$ cat config.mk
export PLATFORM = sky130hd
export DESIGN_NAME = change_dispenser
export DESIGN_NICKNAME = d
export VERILOG_FILES = /design/src/rtl/change_dispenser.sv
export SDC_FILE = /design/constraint.sdc
export NUM_CORES = 1
export LEC_CHECK = 0
export BUFFER_PORTS_ARGS = -buffer_cell sky130_fd_sc_hd__buf_2
export CAP_MARGIN = 20
export CORE_ASPECT_RATIO = 0.6
export CORE_MARGIN = 8
export CORE_UTILIZATION = 55
export DETAILED_ROUTE_END_ITERATION = 16
export PLACE_DENSITY = 0.76
export SLEW_MARGIN = 20
export SYNTH_ARGS = -nofsm -noshare
export SYNTH_HDL_FRONTEND = slang
export SYNTH_SLANG_ARGS = --single-unit
export TNS_END_PERCENT = 20
$ cat constraint.sdc
create_clock -name clk -period 5.92 [get_ports clk]
set_input_delay 1.184 -clock clk [delete_from_list [all_inputs] [get_ports clk]]
set_output_delay 1.184 -clock clk [all_outputs]
set_load 0.01 [all_outputs]
$ cat src/rtl/change_dispenser.sv
// change_dispenser: coin-return hopper sequencer.
// Pays an amount greedily (5, 2, 1 zl) one coin at a time, handshaking each
// coin with the hopper, tracking per-denomination stock and flagging change
// that cannot be paid (out of stock or hopper never acknowledged).
module change_dispenser #(
  parameter int AMT_W       = 8,
  parameter int INV_W       = 6,
  parameter int STOCK_INIT  = 4,
  parameter int ACK_TIMEOUT = 255
) (
  input  logic             clk,
  input  logic             reset,
  input  logic             start,
  input  logic [AMT_W-1:0] amount,
  input  logic             eject_ack,
  input  logic             refill,
  output logic [2:0]       eject,
  output logic             busy,
  output logic             done,
  output logic             error,
  output logic [AMT_W-1:0] remaining,
  output logic [2:0]       stock_empty
);

  localparam int CNT_W = $clog2(ACK_TIMEOUT + 1);
  localparam logic [INV_W-1:0] SINIT   = INV_W'(STOCK_INIT);
  localparam logic [CNT_W-1:0] TO_LAST = CNT_W'(ACK_TIMEOUT - 1);

  typedef enum logic [2:0] {IDLE, PICK, EJECT, WAIT_ACK, DONE} state_t;

  state_t           state_q;
  logic [2:0]       coin_q;    // one-hot coin in flight, same encoding as eject
  logic [2:0]       eject_q;
  logic             done_q;
  logic             error_q;
  logic [AMT_W-1:0] rem_q;
  logic [INV_W-1:0] s1_q, s2_q, s5_q;
  logic [CNT_W-1:0] cnt_q;

  // Value in zl of a one-hot coin code.
  function automatic logic [AMT_W-1:0] coin_val(input logic [2:0] c);
    case (c)
      3'b100:  coin_val = AMT_W'(5);
      3'b010:  coin_val = AMT_W'(2);
      3'b001:  coin_val = AMT_W'(1);
      default: coin_val = '0;
    endcase
  endfunction

  // Greedy choice of the largest coin that fits and is in stock (000 = none).
  logic [2:0] pick_coin;
  always_comb begin
    pick_coin = 3'b000;
    if (rem_q >= AMT_W'(5) && s5_q != '0)      pick_coin = 3'b100;
    else if (rem_q >= AMT_W'(2) && s2_q != '0) pick_coin = 3'b010;
    else if (rem_q >= AMT_W'(1) && s1_q != '0) pick_coin = 3'b001;
  end

  // Control FSM with registered outputs, remaining and stock accounting.
  always_ff @(posedge clk) begin
    if (reset) begin
      state_q <= IDLE;
      coin_q  <= '0;
      eject_q <= '0;
      done_q  <= 1'b0;
      error_q <= 1'b0;
      rem_q   <= '0;
      s1_q    <= SINIT;
      s2_q    <= SINIT;
      s5_q    <= SINIT;
      cnt_q   <= '0;
    end else begin
      eject_q <= '0;
      done_q  <= 1'b0;
      case (state_q)
        IDLE: if (start) begin
          rem_q   <= amount;
          error_q <= 1'b0;
          state_q <= PICK;
        end
        PICK: begin
          if (rem_q == '0) begin
            done_q  <= 1'b1;
            state_q <= DONE;
          end else if (pick_coin != 3'b000) begin
            coin_q  <= pick_coin;
            eject_q <= pick_coin;   // high during the EJECT cycle only
            state_q <= EJECT;
          end else begin
            error_q <= 1'b1;
            done_q  <= 1'b1;
            state_q <= DONE;
          end
        end
        EJECT: begin
          cnt_q   <= '0;
          state_q <= WAIT_ACK;
        end
        WAIT_ACK: begin
          if (eject_ack) begin
            rem_q <= rem_q - coin_val(coin_q);
            if (coin_q[0]) s1_q <= s1_q - 1'b1;
            if (coin_q[1]) s2_q <= s2_q - 1'b1;
            if (coin_q[2]) s5_q <= s5_q - 1'b1;
            state_q <= PICK;
          end else if (cnt_q == TO_LAST) begin
            error_q <= 1'b1;
            done_q  <= 1'b1;
            state_q <= DONE;
          end else begin
            cnt_q <= cnt_q + 1'b1;
          end
        end
        DONE:    state_q <= IDLE;
        default: state_q <= IDLE;
      endcase
      // Refill overrides any same-cycle decrement.
      if (refill) begin
        s1_q <= SINIT;
        s2_q <= SINIT;
        s5_q <= SINIT;
      end
    end
  end

  assign eject       = eject_q;
  assign busy        = (state_q != IDLE);
  assign done        = done_q;
  assign error       = error_q;
  assign remaining   = rem_q;
  assign stock_empty = {s5_q == '0, s2_q == '0, s1_q == '0};

endmodule
==> impl_metrics.tcl <==
set metrics [dict create \
    routed_wl_um 5410 \
    status "complete, no violations" \
    p_total_uw 774 \
    pwr-share-clk_pct 30.8 \
    cts-root-buf "clkbuf_8" \
    die-area_mm2 0.00693 \
    design_area_mm2 0.00270 \
    hp-class "reg2reg" \
    critPathMaxStageDelay_ps 390 \
    drt-wirelength-per-cell_um 14.2 \
    rows 18 \
    postCtsSetupRepairBufs 0 \
    cts.sinks 45 \
    maxCapViolCount 0 \
    syn_to_final_growth_pct 9.99 \
    p_sw_uw 247 \
    maxSlewViolCount 0 \
    tritoncts "built" \
    core_area_mm2 0.00419 \
    reg2regPathDepth 7 \
    skew_ps 10.9 \
    n_antenna_cell 0 \
    hold_slack_ps 529 \
    p_leak_uw 0.00107 \
    hold_viol_final 0 \
    power_density_mw_per_mm2 286 \
    slew_headroom_pct 27.5 \
    dr.pass1.iters 4 \
    crit_start "s2_q[0]" \
    clk_pin_slew_ps 80 \
    num_vias 2061 \
    clock_latency_ps 300 \
    syn_inst 298 \
    power_frac_comb_pct 24.1 \
    multi_input_area_mm2 0.00139 \
    place_area_mm2 0.00258 \
    drive_gt1_share_pct 16.9 \
    io_buffers 29 \
    p_seq_share_pct 45.2 \
    crit_top_cell "inv_1" \
    start_kind "register" \
    fill_cells 383 \
    ff2ff_setup_slack_ps 3380 \
    finalCritPeriodShare_pct 52.4 \
    die_y_um 67.8 \
    totalNegativeSetupSlack_ps 0 \
    vdd_ir_drop_max_mv 0.172 \
    syn-mean-instance-area_um2 8.24 \
    cts_made_buffers 5 \
    cp.depth 6 \
    h-tree-depth 2 \
    cts.repair.resized 0 \
    switching_share_pct 32.0 \
    die_x_um 102 \
    synth_warnings 0 \
    cts_buffer_depth 2 \
    grt_pass1_wl_um 9020 \
    power.internal_uw 526 \
    drc 0 \
    grt_overflow 0 \
    hold_buffers 0 \
    tightest_slew_ps 1090 \
    setup_viol 0 \
    synth_flop_cell "dfxtp_1" \
    synth_edf_count 0 \
    synthesis.nets 321 \
    layout_min_cycle_time_ps 3100 \
    fin_util_pct 64.5 \
    cpMaxStageDelayCell "or3b_1" \
    worst_ep_required_time_ps 4740 \
    grt_pass1_vias 1959 \
    cp-endpoint "stock_empty[1]" \
    critPathKind "reg2out" \
    nets 342 \
    rsz0062_at_grt "no" \
    gp_congestion 0.826 \
    place_hpwl_um 3920 \
    regArea_um2 901 \
    r2r-start "coin_q[1]" \
    crit_chain "inv_1 > ha_1 > or3b_1 > or3_4 > inv_1 > buf_2" \
    start_util_pct 58.6 \
    track_usage_pct 16.2 \
    boundaryPins 30 \
    end_kind "output port" \
    ys_async_sr_fraction_pct 0 \
    critical-path-top-delay-family "simple AND/OR/NAND/NOR gates" \
    synth_area_mm2 0.00245 \
    ys_ff_latch 45 \
    antenna_found_initial 0 \
    fmax_mhz 322 \
    worstPathArrival_ps 1920 \
    drt_iter0_markers 101 \
    ys_seq_area_share_pct 36.7 \
    ys_types 53 \
    rr_endpoint "remaining[7]" \
    ant_nets 0 \
    critPathMaxFanout 4 \
    critical_path_buf_inv_count 3 \
    viasPerCell 5.42 \
    grt_max_degree 25 \
]
## worst reg2reg max path, delay by kind of cell (launching register included)
family	cells	cell delay [ps]
adder cells (fa/ha/maj)	1	270
AND/OR/NAND/NOR	3	1000
AO/OA/AOI/OAI	3	620
flip-flops	1	460
## Yosys cell counts, types with 2 or more instances
cell	instances	area share, %
xor2_1	11	3.9
a22oi_1	3	0.92
nand2_1	19	2.9
or3_4	2	0.92
nor2_1	57	8.7
nor3b_1	4	1.2
or3_1	3	0.76
o21ai_0	10	2.0
nand4_1	2	0.51
nor2b_1	7	1.8
inv_1	19	2.9
mux2_4	2	1.2
clkbuf_1	10	1.5
nand3_1	12	2.4
and2_1	4	1.0
dfxtp_1	45	37
buf_2	2	0.41
o32ai_1	2	0.71
ha_1	9	4.6
xnor2_1	9	3.2
nor3_1	13	2.7
or2_2	2	0.51
a21oi_1	12	2.4
a211oi_1	10	3.1
## per-stage QoR
step | setup slack (ps) | std cells
finish | 2820 | 380
global route | 2710 | 380
CTS | 2810 | 380
detailed placement | 3030 | 372
global placement | 3080 | 372
floorplan | 3330 | 298
## sequential cells by signal (all words and copies together) (netlist names), 3 cells and up
| name | flops |
|---|---|
| coin_q | 3 |
| s1_q | 6 |
| state_q | 3 |
| cnt_q | 8 |
| remaining | 8 |
| s2_q | 6 |
| eject | 3 |
| s5_q | 6 |
## layout make-up
class | instances | area share (%)
Sequential cell | 45 | 33.4
Tap cell | 60 | 2.78
Inverter | 19 | 2.64
Multi-Input combinational cell | 219 | 51.6
Clock buffer | 5 | 2.55
Clock inverter | 3 | 1.71
Timing Repair Buffer | 29 | 5.38
## how the worst min path moves through the flow
stage,start,endpoint,cells after the start
4_1_cts,cnt_q[5],cnt_q[5],2
5_1_grt,s5_q[2],s5_q[2],2
6_report,s5_q[2],s5_q[2],2
3_3_place_gp,cnt_q[5],cnt_q[5],2
2_1_floorplan,cnt_q[5],cnt_q[5],2
3_5_place_dp,s2_q[5],s2_q[5],2
## per-layer routing
metal / track usage (%) / wire length, um / share of wire (%)
met1: 22.7 / 2930 / 54
met2: 24.2 / 2210 / 41
met3: 4.41 / 241 / 4.5
met4: 3.27 / 25 / 0.46
met5: 0 / 0 / 0
## cells by family (layout without fill, tap and decap cells)
logic type                 count (synthesis)  count (layout)  share of synthesized area (%)
adders and majority gates                 10              10                           5.40
AOI/OAI and AO/OA                         52              52                           15.5
buffers and inverters                     34              56                           6.58
and+or+nand+nor                          134             134                           27.0
DFF                                       45              45                           36.7
muxes                                      3               3                           1.63
xor gates and xnor gates                  20              20                           7.14
## placed cells by master (no fill, tap or decap), drive strengths merged, types with 7 or more instances in the layout
cell	Yosys	routed
xor2	11	11
nor3	15	15
inv	19	19
ha	9	9
buf	5	29
dfxtp	45	45
a21oi	13	13
a211oi	11	11
nand2	20	20
xnor2	9	9
nor2b	7	7
nand3	12	12
o21ai	11	11
nor2	57	57
## power by group through the flow
stage | clock, uW | combinational (uW) | sequential [uW]
after floorplan | 0 | 150 | 348
after global placement | 0 | 182 | 355
after detailed placement | 0 | 184 | 355
after CTS | 240 | 186 | 349
after global routing | 255 | 209 | 353
final | 238 | 186 | 350
No activity file was read; power rests on OpenSTA's default activity.
